`src/rtl/sync_debounce_n.sv`:
```
// -----------------------------------------------------------------------------
// sync_debounce_n
//   Multi-channel input conditioner for switches and buttons. Each channel runs
//   through an STAGES-deep synchronizer, a debounce counter that requires the
//   synchronized level to differ from q for DEBOUNCE_CYCLES consecutive cycles
//   before q follows it, and a registered edge detector.
//
//   Optional feature macro: SYNC_DB_TOGGLE_EN
//     When defined, adds the toggle output. Each toggle bit inverts on the clock
//     edge after its rise pulse, which gives push-on/push-off behaviour.
//
// Ports:
//   Clk      in   1      system clock, all flops on posedge
//   Reset_n  in   1      asynchronous active-low reset
//   d        in   WIDTH  raw asynchronous inputs
//   q        out  WIDTH  synchronized, debounced levels
//   rise     out  WIDTH  one-cycle pulse on q 0->1
//   fall     out  WIDTH  one-cycle pulse on q 1->0
//   toggle   out  WIDTH  toggle state (SYNC_DB_TOGGLE_EN only)
// -----------------------------------------------------------------------------
module sync_debounce_n #(
  parameter int                 WIDTH           = 16,
  parameter int                 STAGES          = 2,
  parameter int                 DEBOUNCE_CYCLES = 4,
  parameter logic [WIDTH-1:0]   RESET_VAL       = {WIDTH{1'b0}}
) (
  input  logic             Clk,
  input  logic             Reset_n,
  input  logic [WIDTH-1:0] d,
  output logic [WIDTH-1:0] q,
  output logic [WIDTH-1:0] rise,
  output logic [WIDTH-1:0] fall
`ifdef SYNC_DB_TOGGLE_EN
  ,
  output logic [WIDTH-1:0] toggle
`endif
);

  localparam int             CNT_W   = $clog2(DEBOUNCE_CYCLES + 1);
  localparam logic [CNT_W-1:0] CNT_MAX = CNT_W'(DEBOUNCE_CYCLES - 1);

  logic [WIDTH-1:0] sync_q [STAGES];
  logic [WIDTH-1:0] sync_d [STAGES];
  logic [CNT_W-1:0] cnt_q  [WIDTH];
  logic [CNT_W-1:0] cnt_d  [WIDTH];
  logic [WIDTH-1:0] q_q,    q_d;
  logic [WIDTH-1:0] rise_q, rise_d;
  logic [WIDTH-1:0] fall_q, fall_d;
  logic [WIDTH-1:0] s_w;

  // Stage boundary: raw pins -> synchronizer chain
  always_comb begin
    sync_d[0] = d;
    for (int k = 1; k < STAGES; k++) begin
      sync_d[k] = sync_q[k-1];
    end
  end

  assign s_w = sync_q[STAGES-1];

  // Stage boundary: synchronized level -> debounce counter and q
  // The counter only runs while s differs from q; any return to agreement
  // clears it, so a short excursion never accumulates across glitches.
  always_comb begin
    q_d = q_q;
    for (int i = 0; i < WIDTH; i++) begin
      cnt_d[i] = '0;
      if (s_w[i] != q_q[i]) begin
        if (cnt_q[i] == CNT_MAX) begin
          q_d[i] = s_w[i];
        end else begin
          cnt_d[i] = cnt_q[i] + 1'b1;
        end
      end
    end
  end

  // Stage boundary: q transition -> registered edge pulses
  // Pulses are derived from the next-state of q so they register on the same
  // edge as the q change.
  always_comb begin
    rise_d = q_d & ~q_q;
    fall_d = ~q_d & q_q;
  end

  always_ff @(posedge Clk or negedge Reset_n) begin
    if (!Reset_n) begin
      for (int k = 0; k < STAGES; k++) begin
        sync_q[k] <= RESET_VAL;
      end
      for (int i = 0; i < WIDTH; i++) begin
        cnt_q[i] <= '0;
      end
      q_q    <= RESET_VAL;
      rise_q <= '0;
      fall_q <= '0;
    end else begin
      for (int k = 0; k < STAGES; k++) begin
        sync_q[k] <= sync_d[k];
      end
      for (int i = 0; i < WIDTH; i++) begin
        cnt_q[i] <= cnt_d[i];
      end
      q_q    <= q_d;
      rise_q <= rise_d;
      fall_q <= fall_d;
    end
  end

  assign q    = q_q;
  assign rise = rise_q;
  assign fall = fall_q;

`ifdef SYNC_DB_TOGGLE_EN
  logic [WIDTH-1:0] toggle_q, toggle_d;

  // Stage boundary: rise pulse -> toggle state (changes the cycle after rise)
  always_comb begin
    toggle_d = toggle_q ^ rise_q;
  end

  always_ff @(posedge Clk or negedge Reset_n) begin
    if (!Reset_n) begin
      toggle_q <= '0;
    end else begin
      toggle_q <= toggle_d;
    end
  end

  assign toggle = toggle_q;
`else
  // Toggle output and its state are not built in this configuration.
`endif

endmodule

```
`config.mk`:
```
export PLATFORM = sky130hd
export DESIGN_NAME = sync_debounce_n
export DESIGN_NICKNAME = d
export VERILOG_FILES = /design/src/rtl/sync_debounce_n.sv
export SDC_FILE = /design/constraint.sdc
export NUM_CORES = 1
export LEC_CHECK = 0
export ABC_AREA = 1
export BUFFER_PORTS_ARGS = -buffer_cell sky130_fd_sc_hd__buf_2
export CAP_MARGIN = 20
export CORE_MARGIN = 2
export CORE_UTILIZATION = 50
export CTS_BUF_LIST = sky130_fd_sc_hd__clkbuf_4
export DETAILED_ROUTE_END_ITERATION = 12
export GPL_TIMING_DRIVEN = 0
export PLACE_DENSITY_LB_ADDON = 0.05
export SYNTH_ARGS = -nofsm -noshare
export SYNTH_HDL_FRONTEND = slang
export SYNTH_SLANG_ARGS = --single-unit
export TNS_END_PERCENT = 100
```
`constraint.sdc`:
```
create_clock -name Clk -period 1.4 [get_ports Clk]
set_clock_uncertainty 0.1 [all_clocks]
set_input_delay 0.21 -clock Clk [delete_from_list [all_inputs] [get_ports Clk]]
set_output_delay 0.21 -clock Clk [all_outputs]
set_load 0.05 [all_outputs]
```
After elaboration in Yosys (flattened, before gate mapping):

Index checks and enable logic that the tools add are counted.

* bits in registers: 128
* bits in latches: 0
* RAM bits: 0
* bits in read-only memories: 0
* memories kept: 0

* add/subtract/negate cells: 16
* $mul: 0
* div/mod/pow operators: 0
* $lt $le $gt $ge: 0
* eq/ne operators: 32
* shift-type cells: 0
* multiplexer cells: 64
* bitwise logic cells: 4
* reductions and logical operators: 0

Operators by type and width (number)
* $mux 3: 32
* $add 3x1->3 const B: 16
* $eq 3x2->1 const B: 16
* $and 16x16->16: 2
* $mux 1: 32
* $not 16->16: 2
* $ne 1x1->1: 16

Longest topological paths before layout:

Gate-level depths: netlist (run 1).

* word-level depth: 5
* mapped depth: 4
* depth with buffers taken out: 4

Least setup slack after synthesis (run 1):

Ideal clock, no wire load.

* kind: reg2reg
* from: register q_q[15], in the netlist q[15]
* to: register cnt_q[0] (netlist bit)
* data arrival time: 0.933 ns
* data required time: 1.174 ns
* setup slack: 0.241 ns
* cell stages (with the launch flop): 3
* buffers on the path: 0
* period minus slack after synthesis: 1.159 ns
* path through: dfrtp_1 xnor2_1 nor2_1

RTL lines
* start: declaration: line 46 `logic [WIDTH-1:0] q_q, q_d;`
* start signal: assignment: line 104 `q_q <= q_d;`
* end signal: indexed assignment: line 102 `cnt_q[i] <= cnt_d[i];`
* end: declaration: line 44 `logic [CNT_W-1:0] cnt_q [WIDTH];`

Worst setup path in the final report (run 1):

* from: register q_q[8], in the netlist q[8]
* to: output q[8]

RTL lines
* end: declaration: line 30 `output logic [WIDTH-1:0] q,`

No word-level cell between the ends.

==> metrics.md, run 1 <==
| Metric | Value |
|---|---|
| CTS tree | done |
| Overflow left after global routing | 0 |
| Layout area overhead | 30.4% |
| Drt drc | 0 |
| Largest net degree at the start of global routing | 91 |
| Unique masters post-synth | 9 |
| Crit-path cells | buf_6 |
| Critical path launch point type | flip-flop |
| Clock insertion delay at the later pin of the skew report | 0.49 ns |
| First-pass GRT wire length | 12.6 mm |
| Synth Area in Simple Gates | 0.157 |
| Hold crit path type | input port to asynchronous set/reset pin |
| Synth Warn # | 0 |
| Pwr Total | 10.8 mW |
| Min Tclk post-route | 1.40 ns |
| Fmax | 716 MHz |
| CTS Buffer Depth | 2 |
| Post-synth EDFFs | 0 |
| Starting Density | 0.516 |
| Fin. Hold Viols | 0 |
| Worst endpoint data arrival time | 1.09 ns |
| RePlAce Congestion | 0.702 |
| Layout Utilization | 0.673 |
| Most numerous cell in the Yosys netlist | dfrtp_1 |
| Fin crit share | 0.997 |
| Post-synthesis mux area share | 0 |
| Adder-Cell Fraction of Synth Area | 0.0442 |
| List of most frequent post-synthesis cells | dfrtp_1, nand2_1, nor2_1, inv_1 |
| Setup crit end kind | output pin |
| Post-Layout Cell Count | 642 |
| WL/cell | 10.8 um |
| DIE HEIGHT | 99.1 um |
| Pwr Density | 1830 nW/um^2 |
| Final nets | 555 |
| Layout cell share with drive strength beyond 1 | 0.219 |
| RSZ-0062 raised after global routing | true |
| I/O Pins | 66 |
| Ys flop type | dfrtp_1 |
| Seq/Total Area, Yosys | 0.708 |
| H-tree levels | 4 |
| Initial antenna violation count | 0 |
| Critical Path Sink | q[8] |
| Worst flop-to-flop path startpoint | q[12] |
| Levels on crit path | 1 |
| 1st-iter DRT viols | 56 |
| Total number of vias | 2883 |
| Final setup viols | 0 |
| Routed Antenna Nets | 0 |
| FF-to-FF setup slack | 0.15 ns |
| Synth Area in XOR/XNOR | 0.0310 |
| Critical path's slowest cell | dfrtp_1 |
| Syn Inst Count | 400 |
| Area contributors post-synth | dfrtp_1, nand2_1, nor2_1 |
| Status | finished clean |
| CP Class | flip-flop to output pin |
| ANT cells | 0 |
| Worst r2r dst | cnt_q[11] |
| Worst path max stage delay | 0.43 ns |
| # Max-Cap Violations | 0 |
| Die Span X | 99.1 um |
| WHS | 0.0733 ns |
| Cells after DPL | 574 |
| Dominant cell type by area after synthesis | dfrtp_1 |
| Slew HR | 0.700 |
| Beginning of the critical path | q[8] |
| R2r worst-path depth | 4 |
| CP required | 1.09 ns |
| Worst path top cell family by delay | flip-flops |
| Core Area | 8760 sq um |
| I/O Buffers | 65 |
| Post-synth top area share | 0.708 |
| DIE AREA | 9830 sq um |
| Syn Area/Cell | 11.3 sq um |
| Worst-path maximum fanout | 2 |
| Vias per cell | 4.49 |
| Worst Path Buf+Inv | 1 |
| Detail Placement HPWL | 4.23 mm |
| Post-synthesis cell area | 4520 sq um |
| Peak VDD IR | 1290 uV |
| Post-synthesis net count | 434 |
| Share of synthesized flip-flops with an asynchronous set or reset | 1.00 |
| Compound-gate portion of the synthesized area | 0.0177 |
| Worst-path clk slew | 0.12 ns |
| DR pass1 iterations | 4 |
| Row count | 34 |
| Cell leakage power | 3.03 nW |
| DRT Wirelength | 6.94 mm |
| Clock sink count | 128 |
| Vias in the first global route | 2960 |
| Largest family of logic cells by synthesized area | simple AND/OR/NAND/NOR gates |
| Root buf cell | clkbuf_4 |
| CTS Buf Count | 17 |
| Gr usage total | 0.163 |
| Final Max Slew Viols | 0 |
| Seq cells post-synth | 128 |
| Least-Margin Pin Slew | 0.450 ns |
## report_power, final
group / internal, mW / switching [mW]
sequential: 4.37 / 0.364
clock: 0.926 / 1.38
combinational: 1.51 / 2.25
total: 6.80 / 3.99
## layout by cell type, fill, tap and decap left out
cell / n
buf_2: 16
nor3_1: 16
nand2_1: 77
clkinvlp_4: 4
buf_6: 49
buf_4: 19
ha_1: 16
nor2_1: 64
dlygate4sd3_1: 17
clkinv_2: 2
clkinv_4: 2
or2_1: 16
dfrtp_1: 128
xnor2_1: 16
inv_6: 5
o21ai_0: 16
buf_16: 1
bufinv_16: 1
clkbuf_4: 18
inv_1: 51
## stage by stage
| step | TNS [ns] | worst slack [ns] | instance area, sq um |
|---|---|---|---|
| 4_1_cts | -0.328 | -0.0444 | 5870 |
| 6_report | 0 | 0.00407 | 5900 |
| 5_1_grt | -1.68 | -0.0813 | 5900 |
| 3_5_place_dp | 0 | 0.289 | 5020 |
| 3_3_place_gp | -203.85 | -1.60 | 4980 |
| 2_1_floorplan | 0 | 0.241 | 4520 |
## registers in the layout, summed over array words and instances, names as in the netlist
name    flops
rise       16
q          16
s_w        16
fall       16
sync_d     16
cnt_q      48
## repair_timing
action                                 in CTS  in global routing
setup endpoints to repair                  48                 48
hold buffers                               17                  0
buffers inserted                           16                  3
resized for setup                          95                  1
endpoints found under the hold margin     144                  0
## layout make-up
type | instances | area, sq um
Sequential cell | 128 | 3200
Fill cell | 687 | 2870
Multi-Input combinational cell | 221 | 1130
Timing Repair Buffer | 102 | 972
Inverter | 51 | 191
Clock buffer | 18 | 135
Tap cell | 108 | 135
Clock inverter | 14 | 131
## how the worst min path moves through the flow
stage,startpoint,to,slack (ns),cells past startpoint
global placement,d[7],sync_d[7],0.22,1
global route,Reset_n,rise[12],0.05,2
finish,Reset_n,cnt_q[35],0.07,2
CTS,Reset_n,cnt_q[35],0.04,2
detailed placement,Reset_n,cnt_q[35],0.04,1
floorplan,Reset_n,cnt_q[0],-0.19,0
## kinds of logic (layout without fill, tap and decap cells)
| family | after synthesis | in the layout |
|---|---|---|
| XOR/XNOR | 16 | 16 |
| AO/OA/AOI/OAI | 16 | 16 |
| AND/OR/NAND/NOR | 173 | 173 |
| buffers and inverters | 51 | 185 |
| flip-flops | 128 | 128 |
| adder cells (fa/ha/maj) | 16 | 16 |
## per-layer routing
metal | wire length (um) | part of all wire | up-vias | track usage
met5 | 0 | 0 | - | 0
met4 | 62 | 0.0089 | 0 | 0.0558
met3 | 383 | 0.055 | 6 | 0.0675
met2 | 3440 | 0.50 | 55 | 0.264
met1 | 3050 | 0.44 | 1352 | 0.201
li1 | - | - | 1470 | -
(Power assumes the default switching activity.)
==> inputs of run 2 (changes only) <==
Settings changed: CTS_BUF_LIST sky130_fd_sc_hd__clkbuf_4 to sky130_fd_sc_hd__clkbuf_8.
==> metrics.md, run 2 (synthesized netlist as in run 1, its figures left out) <==
| Metric | Value |
|---|---|
| Status | finished clean |
| Met3 WL | 351 um |
| Levels on crit path | 1 |
| RePlAce Congestion | 0.702 |
| Metal-1 WL | 3.00 mm |
| Fmax | 744 MHz |
| Final setup viols | 0 |
| Detail Placement HPWL | 4.23 mm |
| # Max-Cap Violations | 0 |
| Critical Path Sink | q[8] |
| Worst Path Buf+Inv | 1 |
| Worst r2r dst | cnt_q[29] |
| Drt drc | 0 |
| Clock sink count | 128 |
| FF-to-FF setup slack | 0.29 ns |
| Total number of vias | 2788 |
| Commonest non-fill, non-tap cells in the layout | dfrtp_1, nand2_1, nor2_1, inv_1, buf_2 |
| Crit-path cells | buf_6 |
| ANT cells | 0 |
| Largest net degree at the start of global routing | 91 |
| Worst flop-to-flop path startpoint | cnt_q[27] |
| Slew HR | 0.710 |
| CP required | 1.09 ns |
| DRT Wirelength | 6.59 mm |
| 1st-iter DRT viols | 65 |
| Vias per cell | 4.45 |
| CP Class | flip-flop to output pin |
| Routed Antenna Nets | 0 |
| Worst path max stage delay | 0.45 ns |
| DIE HEIGHT | 99.1 um |
| Post-Layout Cell Count | 626 |
| Overflow left after global routing | 0 |
| DR pass1 iterations | 4 |
| Row count | 34 |
| I/O Pins | 66 |
| I/O Buffers | 65 |
| Layout area overhead | 25.7% |
| Sequential Area | 3220 sq um |
| WL/cell | 10.5 um |
| Fin Setup TNS | 0 ns |
| Least-Margin Pin Slew | 0.435 ns |
| CTS tree | done |
| DIE AREA | 9830 sq um |
| CTS Buffer Depth | 2 |
| Beginning of the critical path | q[8] |
| Gr usage total | 0.153 |
| Initial antenna violation count | 0 |
| Fin crit share | 0.960 |
| Met2 routed WL | 3.14 mm |
| CTS Buf Count | 17 |
| Final nets | 539 |
| Core Area | 8760 sq um |
| Setup crit end kind | output pin |
| Vias in the first global route | 2834 |
| Pwr Density | 1930 nW/um^2 |
| First-pass GRT wire length | 11.9 mm |
| Critical path's slowest cell | dfrtp_2 |
| WHS | 0.156 ns |
| Most flop-heavy register | cnt_q |
| Worst path top cell family by delay | flip-flops |
| Hold crit path type | input port to asynchronous set/reset pin |
| Cell leakage power | 2.95 nW |
| Peak VDD IR | 1140 uV |
| Min Tclk post-route | 1.34 ns |
| Layout cell share with drive strength beyond 1 | 0.216 |
| Cells after DPL | 574 |
| Die Span X | 99.1 um |
| RSZ-0062 raised after global routing | false |
| Multi-input gate area | 1130 sq um |
| Worst-path maximum fanout | 5 |
| R2r worst-path depth | 3 |
| Critical path launch point type | flip-flop |
| Uppermost layer routed | met4 |
| Starting Density | 0.516 |
| Commonest non-fill, non-tap cell in the layout | dfrtp_1 |
| Root buf cell | clkbuf_8 |
| Fill count | 706 |
| Worst-path clk slew | 0.08 ns |
| H-tree levels | 4 |
| Worst endpoint data arrival time | 1.03 ns |
| Fin. Hold Viols | 0 |
| Final Max Slew Viols | 0 |
| Clock insertion delay at the later pin of the skew report | 0.42 ns |
| Max reg flops | 48 |
-- run 2: area by class of cell --
| cell class | instances | area share |
|---|---|---|
| Multi-Input combinational cell | 221 | 0.199 |
| Sequential cell | 128 | 0.566 |
| Tap cell | 108 | 0.0238 |
| Clock buffer | 17 | 0.0411 |
| Clock inverter | 15 | 0.0238 |
| Timing Repair Buffer | 86 | 0.113 |
| Inverter | 51 | 0.0337 |
-- run 2: through the flow --
stage,worst slack [ns],power [mW],utilization,instance area [sq um]
2_1_floorplan,0.241,7.08,-,4520
3_3_place_gp,-1.60,7.67,0.569,4980
3_5_place_dp,0.289,7.80,0.573,5020
4_1_cts,0.000505,11.0,0.645,5650
5_1_grt,0.00529,11.7,0.649,5690
6_report,0.0554,11.0,0.649,5690
-- run 2: layer usage --
| metal | global-route usage | vias to the layer above |
|---|---|---|
| met2 | 0.242 | 52 |
| li1 | - | 1434 |
| met4 | 0.0601 | 0 |
| met3 | 0.0611 | 10 |
| met5 | 0 | - |
| met1 | 0.191 | 1292 |
-- run 2: worst min-delay path by stage --
stage / start / end / slack [ns] / cells after the start
2_1_floorplan: Reset_n / cnt_q[0] / -0.19 / 0
3_3_place_gp: d[7] / sync_d[7] / 0.22 / 1
3_5_place_dp: Reset_n / cnt_q[35] / 0.04 / 1
4_1_cts: Reset_n / cnt_q[35] / 0.15 / 2
5_1_grt: Reset_n / rise[12] / 0.17 / 2
6_report: Reset_n / cnt_q[35] / 0.16 / 2
-- run 2: report_power, final --
part           switching [mW]  internal (mW)  leakage (nW)
clock                    1.45           1.42         0.181
sequential              0.503           4.40          1.64
combinational            2.01           1.18          1.13
-- run 2: repair_timing --
action	in CTS	in global routing
hold endpoints to repair	54	0
hold buffers	17	0
cloned	0	0
buffers inserted	1	2
setup endpoints to repair	16	14
gates resized for setup	29	13
==> inputs of run 3 (changes only) <==
--- a/config.mk
+++ b/config.mk
@@ -10,4 +10,6 @@
 export CAP_MARGIN = 20
+export CELL_PAD_IN_SITES_DETAIL_PLACEMENT = 1
+export CELL_PAD_IN_SITES_GLOBAL_PLACEMENT = 2
 export CORE_MARGIN = 2
-export CORE_UTILIZATION = 50
+export CORE_UTILIZATION = 38
 export CTS_BUF_LIST = sky130_fd_sc_hd__clkbuf_8
==> constraint.sdc (replaced) <==
create_clock -name Clk -period 1.4 [get_ports Clk]
set_clock_uncertainty 0.1 [all_clocks]
set_input_delay 0.07 -clock Clk [delete_from_list [all_inputs] [get_ports Clk]]
set_output_delay 0.07 -clock Clk [all_outputs]
set_load 0.05 [all_outputs]
==> metrics.md, run 3 (synthesized netlist as in run 1, its figures left out) <==
| Metric | Value |
|---|---|
| Status | finished, violations left |
| Failing checks | design-rule violations |
| DP Area | 5060 sq um |
| Hold crit path type | input port to asynchronous set/reset pin |
| Fin. Hold Viols | 0 |
| ANT cells | 0 |
| Post-CTS setup buffers | 0 |
| I/O Buffers | 65 |
| Layout cell share with drive strength beyond 1 | 0.184 |
| Max reg flops | 48 |
| Commonest non-fill, non-tap cell in the layout | dfrtp_1 |
| DR pass1 iterations | 10 |
| CTS Buffer Depth | 2 |
| Global routing usage on met1 | 0.157 |
| Final setup viols | 0 |
| Vias in the first global route | 3056 |
| Least-Margin Pin Slew | 0.420 ns |
| Fmax | 758 MHz |
| Largest net degree at the start of global routing | 84 |
| Drt drc | 3 |
| RePlAce Congestion | 0.690 |
| Final instance area | 5610 sq um |
| Core Area | 11500 sq um |
| Commonest non-fill, non-tap cells in the layout | dfrtp_1, nand2_1, nor2_1, buf_2, inv_1 |
| Initial antenna violation count | 0 |
| Setup crit end kind | output pin |
| # Max-Cap Violations | 0 |
| Cells after DPL | 609 |
| Min Tclk post-route | 1.32 ns |
| Levels on crit path | 1 |
| CTS tree | done |
| Total number of vias | 2872 |
| Row count | 39 |
| R2r worst-path depth | 4 |
| Critical path launch point type | flip-flop |
| Slew HR | 0.720 |
| Detail Placement HPWL | 5.04 mm |
| GR Layer Usage met2 | 0.215 |
| CTS Buf Count | 17 |
| Peak VDD IR | 1300 uV |
| Worst Path Buf+Inv | 1 |
| WL/cell | 11.2 um |
| RSZ-0062 raised after global routing | false |
| CP Class | flip-flop to output pin |
| First-pass GRT wire length | 13.5 mm |
| M3 GR Usage | 0.0643 |
| Post-Layout Cell Count | 658 |
| 1st-iter DRT viols | 166 |
| Routed Antenna Nets | 0 |
| Fill count | 1263 |
| Layout area overhead | 24.0% |
| Clock sink count | 128 |
| Gr usage total | 0.136 |
| Gr busiest metal | met2 |
| H-tree levels | 4 |
| Critical path's slowest cell | dfrtp_1 |
| Final nets | 536 |
| Overflow left after global routing | 0 |
| Final Max Slew Viols | 0 |
| Root buf cell | clkbuf_8 |
| Vias per cell | 4.36 |
| Crit-path cells | buf_2 |
| Pwr Density | 1890 nW/um^2 |
| Worst endpoint data arrival time | 1.15 ns |
| Worst path max stage delay | 0.43 ns |
| Worst path top cell family by delay | flip-flops |
| DIE HEIGHT | 113 um |
| Worst-path maximum fanout | 5 |
| Die Span X | 113 um |
| I/O Pins | 66 |
| DRT Wirelength | 7.40 mm |
| Most flop-heavy register | cnt_q |
| Pwr Total | 10.6 mW |
| Fin crit share | 0.943 |
| Starting Density | 0.393 |
| Cell leakage power | 2.96 nW |
| Clock insertion delay at the later pin of the skew report | 0.42 ns |
| Worst-path clk slew | 0.07 ns |
| CP required | 1.23 ns |
| DIE AREA | 12800 sq um |
==> run 3: cell types whose count changed in the layout (fill, tap and decap cells not counted), moves of 4 or more <==
cell	change
clkbuf_4	+4
dfrtp_1	+12
clkbuf_8	+7
buf_2	+12
buf_6	-14
buf_4	-5
inv_6	-5
clkinvlp_4	-4
dfrtp_2	-12
==> run 3: layout make-up <==
cell class / count / area (sq um) / share of cell area
Inverter: 51 / 191 / 0.0341
Multi-Input combinational cell: 221 / 1130 / 0.201
Clock inverter: 8 / 36.3 / 0.00647
Clock buffer: 24 / 330 / 0.0589
Timing Repair Buffer: 83 / 539 / 0.0961
Sequential cell: 128 / 3200 / 0.571
Tap cell: 143 / 179 / 0.0319
==> run 3: routing by layer <==
| metal | share of wire | up-vias |
|---|---|---|
| li1 | - | 1422 |
| met1 | 0.45 | 1388 |
| met2 | 0.47 | 54 |
| met3 | 0.060 | 8 |
| met4 | 0.017 | 0 |
| met5 | 0 | - |
==> run 3: worst reg2reg max path, stage by stage, from the launching register on <==
cell     delay [ns]
dfrtp_1        0.38
ha_1           0.22
nand2_1        0.17
nand2_1        0.08
nor2_1         0.12
==> run 3: power by group <==
part           internal, mW  total (mW)  switching (mW)  leakage, nW
combinational         0.934        2.96            2.02         1.09
clock                  1.52        2.80            1.28        0.208
sequential             4.37        4.85           0.478         1.66
==> run 3: path summary, 6_finish.rpt <==
path / slack [ns] / to / from
max reg2reg: 0.28 / cnt_q[12] / cnt_q[12]
max: 0.08 / q[10] / q[10]
min: 0.03 / q[12] / Reset_n
min in group Clk: 0.18 / sync_d[14] / d[14]
min reg2reg: 0.25 / s_w[12] / sync_d[12]
max in group asynchronous: 0.44 / sync_d[8] / Reset_n
==> run 3: what timing repair did <==
item / in CTS / in global routing
endpoints found under the setup margin: 0 / 4
resized for setup: 0 / 4
hold buffers: 17 / 0
hold endpoints to repair: 144 / 0
==> run 3: per-stage QoR <==
stage | setup WS [ns] | util | hold slack, ns | setup TNS (ns)
finish | 0.0799 | 0.487 | 0.0322 | 0
global route | 0.00769 | 0.487 | 0.0343 | 0
CTS | 0.0121 | 0.486 | 0.0101 | 0
detailed placement | 0.281 | 0.440 | -0.0781 | 0
global placement | -1.54 | 0.437 | 0.0778 | -196.05
floorplan | 0.241 | - | -0.326 | 0
